File: config.mk
export PLATFORM = sky130hd
export DESIGN_NAME = seq_divider
export DESIGN_NICKNAME = d
export VERILOG_FILES = /design/src/rtl/seq_divider.sv
export SDC_FILE = /design/constraint.sdc
export NUM_CORES = 1
export LEC_CHECK = 0
export CAP_MARGIN = 20
export CORE_ASPECT_RATIO = 1.1
export CORE_UTILIZATION = 55
export DETAILED_ROUTE_END_ITERATION = 12
export MAX_ROUTING_LAYER = met4
export PLACE_DENSITY = 0.79
export RECOVER_POWER = 100
export SETUP_SLACK_MARGIN = 0.4
export SYNTH_ARGS = -nofsm -noshare
export SYNTH_HDL_FRONTEND = slang
export SYNTH_SLANG_ARGS = --single-unit
export TNS_END_PERCENT = 100
File: constraint.sdc
create_clock -name clk -period 3.7 [get_ports clk]
set_clock_uncertainty 0.1 [all_clocks]
set_input_delay 0.74 -clock clk [delete_from_list [all_inputs] [get_ports clk]]
set_output_delay 0.74 -clock clk [all_outputs]
set_load 0.01 [all_outputs]
File: src/rtl/seq_divider.sv
// seq_divider: iterative restoring divider retiring one quotient bit per cycle.
// Signed operands are divided as magnitudes; signs are reapplied in FIXUP.
module seq_divider #(
    parameter int WIDTH = 32
) (
    input  logic             clk,
    input  logic             rst,
    input  logic             start,
    input  logic             is_signed,
    input  logic [WIDTH-1:0] dividend,
    input  logic [WIDTH-1:0] divisor,
    output logic             busy,
    output logic             done,
    output logic [WIDTH-1:0] quotient,
    output logic [WIDTH-1:0] remainder,
    output logic             div_by_zero
);

    localparam int CW = $clog2(WIDTH + 1);

    typedef enum logic [1:0] {IDLE, DIVIDE, FIXUP, DONE} state_t;

    state_t           state_q, state_d;
    logic [CW-1:0]    cnt_q, cnt_d;
    logic [WIDTH-1:0] rem_q, rem_d;
    logic [WIDTH-1:0] dvd_q, dvd_d;
    logic [WIDTH-1:0] dvs_q, dvs_d;
    logic             q_neg_q, q_neg_d;
    logic             r_neg_q, r_neg_d;
    logic             busy_q, busy_d;
    logic             done_q, done_d;
    logic             dbz_q, dbz_d;
    logic [WIDTH-1:0] quot_q, quot_d;
    logic [WIDTH-1:0] remo_q, remo_d;

    logic [WIDTH:0]   rem_shift;
    logic [WIDTH:0]   trial;
    logic             dvd_neg;
    logic             dvs_neg;

    assign dvd_neg = is_signed & dividend[WIDTH-1];
    assign dvs_neg = is_signed & divisor[WIDTH-1];

    // The dividend register doubles as the quotient accumulator: its MSB shifts
    // into the partial remainder while the new quotient bit enters at the LSB.
    assign rem_shift = {rem_q, dvd_q[WIDTH-1]};
    assign trial     = rem_shift - {1'b0, dvs_q};

    always_comb begin
        state_d = state_q;
        cnt_d   = cnt_q;
        rem_d   = rem_q;
        dvd_d   = dvd_q;
        dvs_d   = dvs_q;
        q_neg_d = q_neg_q;
        r_neg_d = r_neg_q;
        dbz_d   = dbz_q;
        quot_d  = quot_q;
        remo_d  = remo_q;

        unique case (state_q)
            IDLE: begin
                if (start) begin
                    dbz_d = 1'b0;
                    if (divisor == '0) begin
                        state_d = DONE;
                        quot_d  = '1;
                        remo_d  = dividend;
                        dbz_d   = 1'b1;
                    end else begin
                        state_d = DIVIDE;
                        dvd_d   = dvd_neg ? -dividend : dividend;
                        dvs_d   = dvs_neg ? -divisor : divisor;
                        q_neg_d = dvd_neg ^ dvs_neg;
                        r_neg_d = dvd_neg;
                        cnt_d   = CW'(WIDTH);
                        rem_d   = '0;
                    end
                end
            end
            DIVIDE: begin
                if (!trial[WIDTH]) begin
                    rem_d = trial[WIDTH-1:0];
                    dvd_d = {dvd_q[WIDTH-2:0], 1'b1};
                end else begin
                    rem_d = rem_shift[WIDTH-1:0];
                    dvd_d = {dvd_q[WIDTH-2:0], 1'b0};
                end
                cnt_d = cnt_q - CW'(1);
                if (cnt_q == CW'(1)) begin
                    state_d = FIXUP;
                end
            end
            FIXUP: begin
                quot_d  = q_neg_q ? -dvd_q : dvd_q;
                remo_d  = r_neg_q ? -rem_q : rem_q;
                state_d = DONE;
            end
            DONE: begin
                state_d = IDLE;
            end
            default: begin
                state_d = IDLE;
            end
        endcase

        // Status flags are registered from the next state so they line up with it.
        busy_d = (state_d == DIVIDE) || (state_d == FIXUP);
        done_d = (state_d == DONE);
    end

    always_ff @(posedge clk) begin
        if (rst) begin
            state_q <= IDLE;
            cnt_q   <= '0;
            rem_q   <= '0;
            dvd_q   <= '0;
            dvs_q   <= '0;
            q_neg_q <= 1'b0;
            r_neg_q <= 1'b0;
            busy_q  <= 1'b0;
            done_q  <= 1'b0;
            dbz_q   <= 1'b0;
            quot_q  <= '0;
            remo_q  <= '0;
        end else begin
            state_q <= state_d;
            cnt_q   <= cnt_d;
            rem_q   <= rem_d;
            dvd_q   <= dvd_d;
            dvs_q   <= dvs_d;
            q_neg_q <= q_neg_d;
            r_neg_q <= r_neg_d;
            busy_q  <= busy_d;
            done_q  <= done_d;
            dbz_q   <= dbz_d;
            quot_q  <= quot_d;
            remo_q  <= remo_d;
        end
    end

    assign busy        = busy_q;
    assign done        = done_q;
    assign quotient    = quot_q;
    assign remainder   = remo_q;
    assign div_by_zero = dbz_q;

endmodule

==> impl_metrics.py <==
metrics = {
    "run_status": {
        "outcome": "finished clean",
    },
    "sta": {
        "relSlewSlack": 0.254,
        "setup_ws_ns": 0.391,
        "rsz0062_at_grt": "no",
        "timing.final.crit_share": 0.894,
        "timing_hold_violations_final": 0,
        "finalSetupViolations": 0,
        "maxSlewViolCount": 0,
        "clock.fmax_mhz": 302,
        "worstMarginPinSlew_ns": 1.12,
        "setup-tns-final_ns": 0,
        "final_period_minus_worst_setup_slack_ns": 3.31,
    },
    "drt": {
        "dr_total_vias": 10500,
        "detail_route.wl_per_cell_microns": 15.8,
        "firstDrtPassIters": 6,
        "drtIter0Drc": 604,
        "postRouteWirelength_microns": 28200,
        "post-route-drc-count": 0,
        "ant_nets": 0,
        "avgViaCountPerCell": 5.86,
    },
    "yosys": {
        "gate_count_of_the_mapped_netlist": 1408,
        "synth-async-reset-ratio": 0,
        "synth.area.top_cells": "sky130_fd_sc_hd__dfxtp_1, sky130_fd_sc_hd__xor2_1, sky130_fd_sc_hd__nand2_1, sky130_fd_sc_hd__nor2_1, sky130_fd_sc_hd__a211oi_1",
        "synth_seq_cells": 173,
        "synthesis.area_sq_um": 11100,
        "synth_sequential_area_ratio": 0.313,
        "synthesis.nets": 1516,
        "synth_largest_type_area_fraction": 0.313,
        "ys_warnings": 0,
        "syn-mean-instance-area_sq_um": 7.85,
        "synth_cell_types": 76,
        "synth_ff_type": "sky130_fd_sc_hd__dfxtp_1",
        "synth-edff-count": 0,
        "synth_area_leader_cell": "sky130_fd_sc_hd__dfxtp_1",
    },
    "placement": {
        "dp_slack_ns": 0.0684,
        "dp_hpwl_microns": 20900,
        "io_buffers": 134,
        "globalplace.congestion": 0.956,
    },
    "die": {
        "core-area_sq_um": 19800,
        "initial_utilization": 0.558,
        "floorplan.die_area_sq_um": 20700,
        "number_of_top_level_pins": 135,
        "chipWidth_microns": 137,
        "die_h_microns": 151,
        "num_rows": 54,
    },
    "finish": {
        "flow.area_growth_from_synthesis_pct": 21.5,
        "design.final.nets": 1628,
        "drive_gt1_frac": 0.0744,
        "antenna_cells": 0,
        "filler_cell_count": 1701,
    },
    "critical_path": {
        "critPathRequiredTime_ns": 3.97,
        "critical-path-slowest-cell": "sky130_fd_sc_hd__dlygate4sd3_1",
        "worst-setup-path-type": "input pin to flop",
        "timing.critical_path.cells": "dlygate4sd3_1, nor4_4, nand4_1, nor4_4, a31oi_1, clkbuf_1, nor2_4, clkbuf_2, o211ai_1, a21oi_1",
        "worstPathArrival_ns": 3.57,
        "setup.worst_path.end_class": "flop",
        "critical_path.max_stage_delay_ns": 0.59,
        "worst_path_most_repeated_cell": "sky130_fd_sc_hd__nor4_4",
        "startpoint_type": "input pin",
        "critical_path.max_fanout": 15,
    },
    "clocking": {
        "number_of_levels_the_h_tree_was_split_into": 4,
        "ctsRootBufferMaster": "sky130_fd_sc_hd__clkbuf_16",
        "cts.path.max_buffers": 2,
        "cts_made_buffers": 17,
        "clock-sinks": 173,
        "cts.clk_slew.worst_paths_ns": 0.06,
        "clk-insertion-delay-late_ns": 0.44,
        "cts_tree": "yes",
        "cts_hold_repair.buffers": 0,
    },
    "global_routing": {
        "antenna_found_initial": 0,
        "grt_pass1_vias": 9779,
        "grt_max_degree": 67,
        "gr-usage-all-layers": 0.289,
        "grt_overflow": 0,
        "grt_first_pass_wirelength_microns": 46400,
    },
    "job": {
        "max_cap_violations": 0,
    },
    "power": {
        "power.density_nw_per_um2": 388,
        "leakage_nw": 5.23,
        "ir_worst_vdd_v": 0.000335,
    },
    "worst_hold_path": {
        "min_path_type": "flop to flop",
    },
}
==> synthesized netlist by cell type, types with 5 or more instances <==
| cell type | instances |
|---|---|
| sky130_fd_sc_hd__dfxtp_1 | 173 |
| sky130_fd_sc_hd__nand2_1 | 167 |
| sky130_fd_sc_hd__nor2_1 | 165 |
| sky130_fd_sc_hd__a21oi_1 | 109 |
| sky130_fd_sc_hd__xor2_1 | 98 |
| sky130_fd_sc_hd__a211oi_1 | 80 |
| sky130_fd_sc_hd__o21ai_0 | 61 |
| sky130_fd_sc_hd__clkbuf_1 | 60 |
| sky130_fd_sc_hd__xnor2_1 | 52 |
| sky130_fd_sc_hd__inv_1 | 46 |
| sky130_fd_sc_hd__o211ai_1 | 40 |
| sky130_fd_sc_hd__ha_1 | 39 |
| sky130_fd_sc_hd__mux2i_1 | 24 |
| sky130_fd_sc_hd__o31ai_1 | 23 |
| sky130_fd_sc_hd__nor3_1 | 20 |
| sky130_fd_sc_hd__nand3_1 | 17 |
| sky130_fd_sc_hd__o41ai_1 | 17 |
| sky130_fd_sc_hd__buf_2 | 16 |
| sky130_fd_sc_hd__a21o_1 | 14 |
| sky130_fd_sc_hd__a31oi_1 | 13 |
| sky130_fd_sc_hd__nor2b_1 | 13 |
| sky130_fd_sc_hd__nor4_1 | 13 |
| sky130_fd_sc_hd__or3_1 | 13 |
| sky130_fd_sc_hd__and2_1 | 12 |
| sky130_fd_sc_hd__or4_1 | 12 |
| sky130_fd_sc_hd__nand4_1 | 7 |
| sky130_fd_sc_hd__a221oi_1 | 6 |
| sky130_fd_sc_hd__and3_1 | 6 |
| sky130_fd_sc_hd__o21a_1 | 6 |
| sky130_fd_sc_hd__buf_1 | 5 |
| sky130_fd_sc_hd__nand2b_1 | 5 |
==> routing by layer <==
metal  part of all wire  up-vias  GRT usage
met5                  0        -          -
met2               0.50      319      0.500
met1               0.43     4823      0.339
met3              0.047       47     0.0434
li1                   -     5271          -
met4              0.020        0     0.0995
==> logic make-up after synthesis <==
| logic type | synth area share |
|---|---|
| compound gates | 0.250 |
| xor+xnor | 0.119 |
| fa+ha+maj | 0.0460 |
| buf+inv | 0.0500 |
| flops | 0.313 |
| mux | 0.0217 |
| simple gates | 0.200 |
==> cells in the final DEF (no fill, tap or decap), drive strengths merged, types with 41 or more instances in the layout <==
cell type,synthesis,layout
xnor2,52,52
o21ai,63,63
inv,46,46
dfxtp,173,173
nand2,167,167
buf,27,41
dlygate4sd3,0,69
a21oi,109,109
clkdlybuf4s50,0,64
a211oi,81,81
xor2,98,98
nor2,167,167
==> worst paths after layout <==
kind | cells after the start | to | start | slack (ns)
min reg2reg | 2 | dvs_q[31]$_SDFFE_PP0P_ | dvs_q[31]$_SDFFE_PP0P_ | 0.35
max | 10 | remainder[15]$_SDFFE_PP0P_ | divisor[2] | 0.39
min | 2 | dvs_q[31]$_SDFFE_PP0P_ | dvs_q[31]$_SDFFE_PP0P_ | 0.35
max reg2reg | 11 | rem_q[31]$_SDFFE_PP0P_ | dvs_q[1]$_SDFFE_PP0P_ | 0.53
==> flip-flops by register name (all words and copies together), names as in the netlist <==
signal / count
q_neg_q: 1
remainder: 32
div_by_zero: 1
r_neg_q: 1
done: 1
state_q: 2
rem_q: 32
quotient: 32
dvs_q: 32
dvd_q: 32
cnt_q: 6
busy: 1
==> repair_timing <==
action	CTS	global route
gates resized for setup	0	18
buffers inserted	0	2
endpoints found under the setup margin	0	100
==> power by group <==
group,internal [mW],switching (mW),leakage [nW],total [mW]
logic,0.530,0.682,3.51,1.21
registers,1.98,0.119,1.41,2.09
clock network,1.16,0.742,0.310,1.90
==> through the flow <==
| step | util | hold slack, ns | power, mW | cells | instance area [sq um] |
|---|---|---|---|---|---|
| after global routing | 0.678 | 0.371 | 5.45 | 1784 | 13400 |
| final | 0.678 | 0.352 | 5.21 | 1784 | 13400 |
| after CTS | 0.674 | 0.355 | 5.22 | 1781 | 13300 |
| after floorplan | - | 0.332 | 2.95 | 1408 | 11100 |
| after detailed placement | 0.643 | 0.347 | 3.32 | 1750 | 12700 |
| after global placement | 0.643 | 0.341 | 3.28 | 1750 | 12700 |
==> worst max-delay path: cells and delay by family <==
kind	cells	cell delay, ns
compound gates	3	0.51
buf+inv	3	1.07
simple gates	4	1.25
==> layout make-up <==
cell class	count	area (sq um)	share of cell area
clock inverter	11	166	0.0124
multi-input combinational	1102	7110	0.529
tap	252	315	0.0235
sequential	173	3470	0.258
timing repair buffer	180	1740	0.130
inverter	46	173	0.0129
clock buffer	20	457	0.0340
Note: power is estimated with default switching activity, not from simulation.
